==> src/rtl/io_map_pkg.sv <==
// ============================================================================
//  Module      : io_map_pkg
//  Description : IO address map, data widths and address decode helper shared
//                by the MMIO responder and the control unit's IO decode.
//  Revision    : 1.0 - initial release
// ============================================================================
`default_nettype none

package io_map_pkg;

   localparam int IO_DATA_W = 32;
   localparam int IO_ADDR_W = 32;

   localparam logic [IO_ADDR_W-1:0] IO_BASE  = 32'hFFFF_FC00;
   localparam logic [IO_ADDR_W-1:0] IO_LED   = 32'hFFFF_FC60;
   localparam logic [IO_ADDR_W-1:0] IO_SW    = 32'hFFFF_FC70;
   localparam logic [IO_ADDR_W-1:0] IO_BTN   = 32'hFFFF_FC74;
   localparam logic [IO_ADDR_W-1:0] IO_SEG   = 32'hFFFF_FC80;
   localparam logic [IO_ADDR_W-1:0] IO_TIMER = 32'hFFFF_FC90;

   typedef enum logic [2:0] {
      SEL_NONE  = 3'd0,
      SEL_LED   = 3'd1,
      SEL_SW    = 3'd2,
      SEL_BTN   = 3'd3,
      SEL_SEG   = 3'd4,
      SEL_TIMER = 3'd5
   } io_sel_e;

   // Full-address match: misaligned addresses never hit a register.
   function automatic io_sel_e io_decode(input logic [IO_ADDR_W-1:0] addr);
      if (addr[IO_ADDR_W-1:10] != IO_BASE[IO_ADDR_W-1:10]) return SEL_NONE;
      case (addr)
         IO_LED:   return SEL_LED;
         IO_SW:    return SEL_SW;
         IO_BTN:   return SEL_BTN;
         IO_SEG:   return SEL_SEG;
         IO_TIMER: return SEL_TIMER;
         default:  return SEL_NONE;
      endcase
   endfunction

endpackage

`default_nettype wire

==> src/rtl/io_debounce.sv <==
// ============================================================================
//  Module      : io_debounce
//  Description : Two-flop synchronizer followed by a whole-bus debounce
//                counter; dout follows din once it has been stable long enough.
//  Revision    : 1.0 - initial release
// ============================================================================
`default_nettype none

module io_debounce #(
   parameter int W         = 16,
   parameter int DB_CYCLES = 1000000
) (
   input  logic         clk,
   input  logic         rst,
   input  logic [W-1:0] din,
   output logic [W-1:0] dout
);

   localparam int              CNT_W   = (DB_CYCLES > 1) ? $clog2(DB_CYCLES) : 1;
   localparam logic [CNT_W-1:0] CNT_MAX = CNT_W'(DB_CYCLES - 1);

   logic [W-1:0]     sync1_q, sync1_d;
   logic [W-1:0]     sync2_q, sync2_d;
   logic [W-1:0]     cand_q,  cand_d;
   logic [W-1:0]     out_q,   out_d;
   logic [CNT_W-1:0] cnt_q,   cnt_d;

   always_comb begin
      sync1_d = din;
      sync2_d = sync1_q;
      cand_d  = cand_q;
      cnt_d   = cnt_q;
      out_d   = out_q;
      // Any change restarts the stability window; a full window holds the count.
      if (sync2_q != cand_q) begin
         cand_d = sync2_q;
         cnt_d  = '0;
      end else if (cnt_q == CNT_MAX) begin
         out_d = cand_q;
      end else begin
         cnt_d = cnt_q + 1'b1;
      end
   end

   always_ff @(posedge clk) begin
      if (rst) begin
         sync1_q <= '0;
         sync2_q <= '0;
         cand_q  <= '0;
         cnt_q   <= '0;
         out_q   <= '0;
      end else begin
         sync1_q <= sync1_d;
         sync2_q <= sync2_d;
         cand_q  <= cand_d;
         cnt_q   <= cnt_d;
         out_q   <= out_d;
      end
   end

   assign dout = out_q;

endmodule

`default_nettype wire

==> src/rtl/io_mmio_responder.sv <==
// ============================================================================
//  Module      : io_mmio_responder
//  Description : IORead/IOWrite responder holding LED, seven-segment, switch,
//                button and free-running timer registers.
//                Optional macro IO_BTN_EDGE_EN: BTN reads return sticky
//                clear-on-read rising-edge flags instead of the level.
//  Revision    : 1.0 - initial release
// ============================================================================
`default_nettype none

module io_mmio_responder
   import io_map_pkg::*;
#(
   parameter int SW_W      = 16,
   parameter int LED_W     = 16,
   parameter int BTN_W     = 5,
   parameter int DB_CYCLES = 1000000
) (
   input  logic             clk,
   input  logic             rst,
   input  logic             io_read,
   input  logic             io_write,
   input  logic [31:0]      addr,
   input  logic [31:0]      wdata,
   output logic [31:0]      rdata,
   output logic             rvalid,
   output logic             addr_err,
   input  logic [SW_W-1:0]  sw,
   input  logic [BTN_W-1:0] btn,
   output logic [LED_W-1:0] led,
   output logic [31:0]      seg_value
);

   logic [SW_W-1:0]  sw_db;
   logic [BTN_W-1:0] btn_db;
   logic [BTN_W-1:0] btn_rd_val;

   io_debounce #(.W(SW_W), .DB_CYCLES(DB_CYCLES)) u_sw_db (
      .clk  (clk),
      .rst  (rst),
      .din  (sw),
      .dout (sw_db)
   );

   io_debounce #(.W(BTN_W), .DB_CYCLES(DB_CYCLES)) u_btn_db (
      .clk  (clk),
      .rst  (rst),
      .din  (btn),
      .dout (btn_db)
   );

   io_sel_e              sel;
   logic                 rd_en;
   logic                 wr_ok;
   logic                 rd_ok;

   logic [LED_W-1:0]     led_q,    led_d;
   logic [IO_DATA_W-1:0] seg_q,    seg_d;
   logic [IO_DATA_W-1:0] timer_q,  timer_d;
   logic [IO_DATA_W-1:0] rdata_q,  rdata_d;
   logic                 rvalid_q, rvalid_d;
   logic                 err_q,    err_d;

   always_comb begin
      sel   = io_decode(addr);
      // A simultaneous read and write is treated as a write only.
      rd_en = io_read & ~io_write;
      wr_ok = (sel == SEL_LED) || (sel == SEL_SEG) || (sel == SEL_TIMER);
      rd_ok = (sel != SEL_NONE);
   end

`ifdef IO_BTN_EDGE_EN
   logic [BTN_W-1:0] btn_prev_q, btn_prev_d;
   logic [BTN_W-1:0] btn_flag_q, btn_flag_d;
   logic [BTN_W-1:0] btn_clr;

   always_comb begin
      btn_prev_d = btn_db;
      btn_clr    = (rd_en && sel == SEL_BTN) ? btn_flag_q : '0;
      // Clear only what was returned; an edge landing in the read cycle survives.
      btn_flag_d = (btn_flag_q & ~btn_clr) | (btn_db & ~btn_prev_q);
      btn_rd_val = btn_flag_q;
   end

   always_ff @(posedge clk) begin
      if (rst) begin
         btn_prev_q <= '0;
         btn_flag_q <= '0;
      end else begin
         btn_prev_q <= btn_prev_d;
         btn_flag_q <= btn_flag_d;
      end
   end
`else
   always_comb begin
      btn_rd_val = btn_db;
   end
`endif

   always_comb begin
      led_d    = led_q;
      seg_d    = seg_q;
      timer_d  = timer_q + 1'b1;
      rdata_d  = rdata_q;
      rvalid_d = 1'b0;
      err_d    = (io_read & io_write) | (io_write & ~wr_ok) | (rd_en & ~rd_ok);

      if (io_write) begin
         case (sel)
            SEL_LED:   led_d   = wdata[LED_W-1:0];
            SEL_SEG:   seg_d   = wdata;
            SEL_TIMER: timer_d = wdata;
            default:   ;
         endcase
      end

      if (rd_en) begin
         rvalid_d = 1'b1;
         case (sel)
            SEL_LED:   rdata_d = IO_DATA_W'(led_q);
            SEL_SW:    rdata_d = IO_DATA_W'(sw_db);
            SEL_BTN:   rdata_d = IO_DATA_W'(btn_rd_val);
            SEL_SEG:   rdata_d = seg_q;
            SEL_TIMER: rdata_d = timer_q;
            default:   rdata_d = '0;
         endcase
      end
   end

   always_ff @(posedge clk) begin
      if (rst) begin
         led_q    <= '0;
         seg_q    <= '0;
         timer_q  <= '0;
         rdata_q  <= '0;
         rvalid_q <= 1'b0;
         err_q    <= 1'b0;
      end else begin
         led_q    <= led_d;
         seg_q    <= seg_d;
         timer_q  <= timer_d;
         rdata_q  <= rdata_d;
         rvalid_q <= rvalid_d;
         err_q    <= err_d;
      end
   end

   assign led       = led_q;
   assign seg_value = seg_q;
   assign rdata     = rdata_q;
   assign rvalid    = rvalid_q;
   assign addr_err  = err_q;

endmodule

`default_nettype wire

==> config.mk <==
export PLATFORM = sky130hd
export DESIGN_NAME = io_mmio_responder
export DESIGN_NICKNAME = d
export VERILOG_FILES = /design/src/rtl/io_map_pkg.sv /design/src/rtl/io_debounce.sv /design/src/rtl/io_mmio_responder.sv
export SDC_FILE = /design/constraint.sdc
export NUM_CORES = 1
export LEC_CHECK = 0
export BUFFER_PORTS_ARGS = -buffer_cell sky130_fd_sc_hd__buf_2
export CAP_MARGIN = 30
export CORE_ASPECT_RATIO = 0.5
export CORE_UTILIZATION = 32
export CTS_BUF_LIST = sky130_fd_sc_hd__clkbuf_16
export DETAILED_ROUTE_END_ITERATION = 8
export GPL_TIMING_DRIVEN = 0
export HOLD_SLACK_MARGIN = 0.02
export PLACE_DENSITY = 0.58
export SETUP_SLACK_MARGIN = 0.3
export SLEW_MARGIN = 5
export SYNTH_ARGS = -nofsm -noshare
export SYNTH_HDL_FRONTEND = slang
export SYNTH_SLANG_ARGS = --single-unit
==> constraint.sdc <==
create_clock -name clk -period 2.93 [get_ports clk]
set_input_delay 0.1465 -clock clk [delete_from_list [all_inputs] [get_ports clk]]
set_output_delay 0.1465 -clock clk [all_outputs]
set_load 0.01 [all_outputs]
==> results.json, run 1 <==
{
  "outcome": "completed",
  "num_rows": 45,
  "drv_slew": 0,
  "slew_headroom": 0.413,
  "dr.pass1.iters": 5,
  "layout.nets": 1456,
  "wl_per_cell_um": 17.0,
  "worst_slew_pin_slew_ns": 0.873,
  "place_inst": 1680,
  "ys_types": 51,
  "async_reset_ff_frac": 0,
  "path_clk_slew_ns": 0.07,
  "cp.arrival_ns": 2.88,
  "drt-initial-drc-count": 640,
  "via_per_inst": 4.99,
  "core-area_sq_um": 30400,
  "cts_setup_buffers": 0,
  "switching_power_uw": 1580,
  "grt_pass1_wl_um": 47800,
  "p_comb_frac": 0.054,
  "hp-class": "input pin to flip-flop",
  "total_leakage_power_uw": 0.00463,
  "vias": 8877,
  "critical_path_required_ns": 3.37,
  "drtAntennaViolNets": 0,
  "cts_inserted_buffers": 24,
  "synth_ff_type": "dfxtp_1",
  "rsz0062_at_grt": "true",
  "final_common_cell": "dfxtp_1",
  "skew_ns": 0.0104,
  "antenna_found_initial": 0,
  "gp_congestion": 0.891,
  "grt_pass1_vias": 8898,
  "placed_area_sq_um": 11300,
  "die_x_um": 251,
  "clkPwrFrac": 0.441,
  "p_int_uw": 4960,
  "start_kind": "input pin",
  "start_util": 0.327,
  "syn-cell-area_sq_um": 9940,
  "synth_fp_nets": 1203,
  "cap_violations": 0,
  "crit_slowest_cell": "nor4_2",
  "grt_max_degree": 17,
  "path_cells": "dlygate4sd3_1 > buf_2 > or3_1 > nand2b_1 > nor4_2 > nand2_1 > clkbuf_1 > o21ai_0",
  "cts-root-buf": "clkbuf_16",
  "max_freq_mhz": 411,
  "layout_common_cells": "dfxtp_1 (238), buf_2 (183), nand2_1 (148)",
  "critPathCaptureType": "flip-flop",
  "critPathKind": "input pin to flip-flop",
  "period_needed_ns": 2.43,
  "cp.buffers_inverters": 3,
  "clock_path_buffers": 3,
  "seq_power_share": 0.505,
  "drc": 0,
  "post-dp-hpwl_um": 22900,
  "p_sw_frac": 0.242,
  "critPathMaxStageDelay_ns": 0.57,
  "wl_um": 30200,
  "hold_ws_ns": 0.0563,
  "fin_cells": 1780,
  "num_io_pins": 171,
  "n_fill_cell": 3023,
  "syn_area_per_cell_sq_um": 8.94,
  "die_y_um": 127,
  "num_antenna_cells": 0,
  "overflow": 0,
  "tns_ns": 0,
  "finalCritPeriodShare": 0.831,
  "synth_cells": 1111,
  "drive_gt1_frac": 0.188,
  "ir_drop_uv": 358,
  "numPortBuffers": 170,
  "stdcell_area_sq_um": 12600,
  "track_usage": 0.188,
  "die-area_sq_um": 31800,
  "ys_seq_area_frac": 0.480,
  "clkLatencyLatePin_ns": 0.54,
  "cts_sinks": 238,
  "setup_viol": 0,
  "ys_ff_latch": 238,
  "power.density_nw_per_um2": 520,
  "path_max_fanout": 10,
  "cp_top_family": "simple AND/OR/NAND/NOR gates",
  "synth_edf_count": 0,
  "h-tree-depth": 1,
  "area_growth_syn_to_layout_pct": 26.7,
  "cts_tree": "built",
  "synth_warnings": 0,
  "hold_violations": 0
}
-- worst paths after layout --
check | start | end | slack, ns | cells past startpoint
worst min register to register | u_sw_db.sync1_q[9] | u_sw_db.sync2_q[9] | 0.44 | 1
worst max register to register | timer_q[0] | timer_q[22] | 0.51 | 7
worst max-delay path | addr[0] | rdata[26] | 0.50 | 8
worst min-delay path | addr[3] | rdata[5] | 0.06 | 4
-- power groups by stage --
stage	clock network (uW)	registers [uW]	logic [uW]
floorplan	0	3370	150
global placement	0	3370	288
detailed placement	0	3380	293
CTS	2960	3300	352
global route	3110	3300	383
finish	2880	3300	355
-- through the flow --
stage / setup slack (ns) / utilization / power [uW]
after floorplan: 0.848 / - / 3520
after global placement: 0.425 / 0.371 / 3660
after detailed placement: 0.365 / 0.371 / 3670
after CTS: 0.523 / 0.414 / 6610
after global routing: 0.293 / 0.414 / 6800
final: 0.495 / 0.414 / 6540
-- area by class of cell --
| cell class | instances | area (sq um) | area share |
|---|---|---|---|
| buffer | 72 | 328 | 0.0260 |
| inverter | 14 | 52.6 | 0.00417 |
| sequential | 238 | 4760 | 0.379 |
| clock inverter | 19 | 129 | 0.0102 |
| tap | 399 | 499 | 0.0397 |
| timing repair buffer | 227 | 1420 | 0.113 |
| clock buffer | 24 | 601 | 0.0477 |
| multi-input combinational | 787 | 4800 | 0.381 |
-- state kept, by name, indices dropped and copies added, names as in the netlist, 16 cells and up --
name             cells
rdata               32
seg_value           32
timer_q             32
u_btn_db.cnt_q      20
u_sw_db.cnt_q       20
led                 16
u_sw_db.cand_q      16
u_sw_db.dout        16
u_sw_db.sync1_q     16
u_sw_db.sync2_q     16
-- metal layers --
layer / track usage / wire, um
met1: 0.248 / 13800
met2: 0.313 / 13900
met3: 0.0318 / 1620
met4: 0.0581 / 868
met5: 0 / 0
-- worst register-to-register path, delay by kind of cell, from the launching register on --
kind,cells,cell delay (ns)
AO/OA/AOI/OAI,1,0.22
XOR/XNOR,1,0.11
flip-flops,1,0.44
adder cells (fa/ha/maj),1,0.24
AND/OR/NAND/NOR,3,1.13
buffers and inverters,1,0.20
-- timing repair --
action | in CTS | in global routing
endpoints found under the hold margin | 103 | 0
hold buffers | 56 | 0
setup endpoints to repair | 0 | 1
resized for setup | 0 | 1
-- cells by family after synthesis --
| family | Yosys count | synth area share |
|---|---|---|
| simple gates | 460 | 0.234 |
| flops | 238 | 0.480 |
| mux | 53 | 0.0548 |
| compound gates | 193 | 0.121 |
| buf+inv | 86 | 0.0383 |
| xor+xnor | 78 | 0.0688 |
| fa+ha+maj | 3 | 0.00378 |
-- Yosys cell counts, types with 10 or more instances --
library cell / instances / area, sq um
xnor2_1: 45 / 394
clkbuf_1: 53 / 199
a32oi_1: 11 / 96.3
buf_2: 13 / 65.1
nor2b_1: 63 / 394
or3_1: 13 / 81.3
nor4_1: 18 / 113
nor3_1: 26 / 130
o21ai_0: 56 / 280
xor2_1: 33 / 289
nand2_1: 148 / 556
a21oi_1: 72 / 360
inv_1: 14 / 52.6
nand3_1: 38 / 190
mux2i_1: 42 / 420
dfxtp_1: 238 / 4760
mux2_2: 11 / 124
a211oi_2: 10 / 125
a211oi_1: 21 / 158
nand4_1: 25 / 156
nor2_1: 82 / 308
No activity file was read; power rests on OpenSTA's default activity.
==> run 2, diff against run 1 <==
- clock period: 2.93 -> 2.3 ns (I/O delays scaled with it)
==> results.json, run 2 (synthesis results as in run 1) <==
{
  "p_total_uw": 8430,
  "hp-class": "input pin to flip-flop",
  "grt_use_met1": 0.228,
  "finalCritPeriodShare": 0.851,
  "p_sw_frac": 0.228,
  "layout.nets": 1478,
  "die_y_um": 127,
  "num_rows": 45,
  "critPathKind": "flip-flop to flip-flop",
  "numPortBuffers": 170,
  "cp.arrival_ns": 2.37,
  "wl_um": 29500,
  "track_usage": 0.180,
  "via_per_inst": 4.95,
  "drtAntennaViolNets": 0,
  "cp_top_family": "simple AND/OR/NAND/NOR gates",
  "num_io_pins": 171,
  "die-area_sq_um": 31800,
  "critPathMaxStageDelay_ns": 0.38,
  "final_common_cell": "dfxtp_1",
  "crit_slowest_cell": "or3_4",
  "start_util": 0.327,
  "p_int_uw": 6510,
  "stdcell_area_sq_um": 13100,
  "num_antenna_cells": 0,
  "grt_pass1_wl_um": 46100,
  "p_comb_frac": 0.056,
  "drive_gt1_frac": 0.239,
  "drv_slew": 0,
  "grt_max_degree": 14,
  "grtUsageMet2": 0.305,
  "path_clk_slew_ns": 0.07,
  "hold_violations": 0,
  "dr.pass1.iters": 5,
  "critPathCaptureType": "flip-flop",
  "overflow": 0,
  "grt_util_met3": 0.0306,
  "gp_congestion": 0.947,
  "switching_power_uw": 1920,
  "drt-initial-drc-count": 548,
  "total_leakage_power_uw": 0.00486,
  "n_fill_cell": 3003,
  "power.density_nw_per_um2": 645,
  "clock_path_buffers": 3,
  "core-area_sq_um": 30400,
  "grt_pass1_vias": 8782,
  "postLayoutCoreUtil": 0.430,
  "layout_common_cells": "dfxtp_1 (217), buf_2 (186), nand2_1 (147)",
  "period_needed_ns": 1.96,
  "crit_top_cell": "buf_6",
  "die_x_um": 251,
  "setup_viol": 0,
  "start_kind": "flip-flop",
  "vias": 8910,
  "cts_tree": "built",
  "critical_path_required_ns": 2.71,
  "busiest_layer": "met2",
  "outcome": "completed",
  "cts_inserted_buffers": 24,
  "seq_power_share": 0.498,
  "cp.buffers_inverters": 2,
  "path_cells": "ha_2 > nand2_1 > or3_4 > buf_6 > nor4_4 > buf_6 > mux2i_1 > nor2_1",
  "worst_slew_pin_slew_ns": 0.740,
  "clkPwrFrac": 0.445,
  "cts-root-buf": "clkbuf_16",
  "h-tree-depth": 1,
  "area_growth_syn_to_layout_pct": 31.5,
  "max_freq_mhz": 511,
  "cts_sinks": 238,
  "post-dp-hpwl_um": 21800,
  "drc": 0,
  "placed_area_sq_um": 11300,
  "pre_cts_ws_ns": -0.193,
  "slew_headroom": 0.506,
  "rsz0062_at_grt": "true",
  "setup_slack_ns": 0.343,
  "path_max_fanout": 7,
  "wl_per_cell_um": 16.4,
  "cap_violations": 0,
  "clkLatencyLatePin_ns": 0.55,
  "skew_ns": 0.0177,
  "antenna_found_initial": 0,
  "ir_drop_uv": 500
}
## run 2: cell count changes in the layout (fill, tap and decap cells not counted), sizes merged
cell / previous run / this run
buf: 189 / 217
clkinv: 10 / 9
clkbuf: 78 / 72
bufinv: 0 / 2
clkinvlp: 4 / 1
## run 2: through the flow
stage | TNS, ns | instances | hold slack, ns
floorplan | 0 | 1111 | 0.243
global placement | -5.59 | 1680 | 0.326
detailed placement | -7.26 | 1681 | 0.329
CTS | 0 | 1788 | 0.0333
global route | 0 | 1800 | 0.0686
finish | 0 | 1800 | 0.0594
## run 2: worst reg2reg max path: stages (launching register included)
cell,delay (ns)
dfxtp_2,0.35
ha_2,0.18
nand2_1,0.09
or3_4,0.38
buf_6,0.15
nor4_4,0.26
buf_6,0.17
mux2i_1,0.19
nor2_1,0.06
## run 2: final cells by class
cell class,count,area (sq um),share of cell area
Multi-Input combinational cell,787,5000,0.382
Clock buffer,24,601,0.0460
Clock inverter,17,148,0.0113
Buffer,72,375,0.0287
Inverter,14,52.6,0.00402
Timing Repair Buffer,249,1590,0.121
Tap cell,399,499,0.0382
Sequential cell,238,4810,0.368
## run 2: final timing paths
kind | startpoint | to | slack, ns | depth (start not counted)
setup / recovery | u_btn_db.cnt_q[0] | u_btn_db.dout[2] | 0.34 | 8
hold / removal | rst | timer_q[26] | 0.06 | 3
setup reg to reg | u_btn_db.cnt_q[0] | u_btn_db.dout[2] | 0.34 | 8
hold reg to reg | u_sw_db.sync1_q[12] | u_sw_db.sync2_q[12] | 0.43 | 1
## run 2: power groups by stage
stage          clock network, uW  registers, uW  logic (uW)
6_report                    3750           4200         476
5_1_grt                     4010           4200         513
4_1_cts                     3850           4210         459
3_5_place_dp                   0           4300         374
3_3_place_gp                   0           4300         367
2_1_floorplan                  0           4290         193
## run 2: per-layer routing
| metal | vias up | routed length, um | share of wire |
|---|---|---|---|
| met5 | - | 0 | 0 |
| met4 | 0 | 1220 | 0.042 |
| met3 | 72 | 1250 | 0.042 |
| met2 | 232 | 13900 | 0.47 |
| met1 | 4185 | 13100 | 0.44 |
| li1 | 4421 | - | - |
## run 2: repair_timing
| action | in CTS | in global routing |
|---|---|---|
| hold buffers | 56 | 0 |
| buffers inserted | 10 | 12 |
| endpoints found under the hold margin | 104 | 0 |
| resized for setup | 41 | 58 |
| pin swaps | 5 | 11 |
| setup endpoints to repair | 61 | 81 |
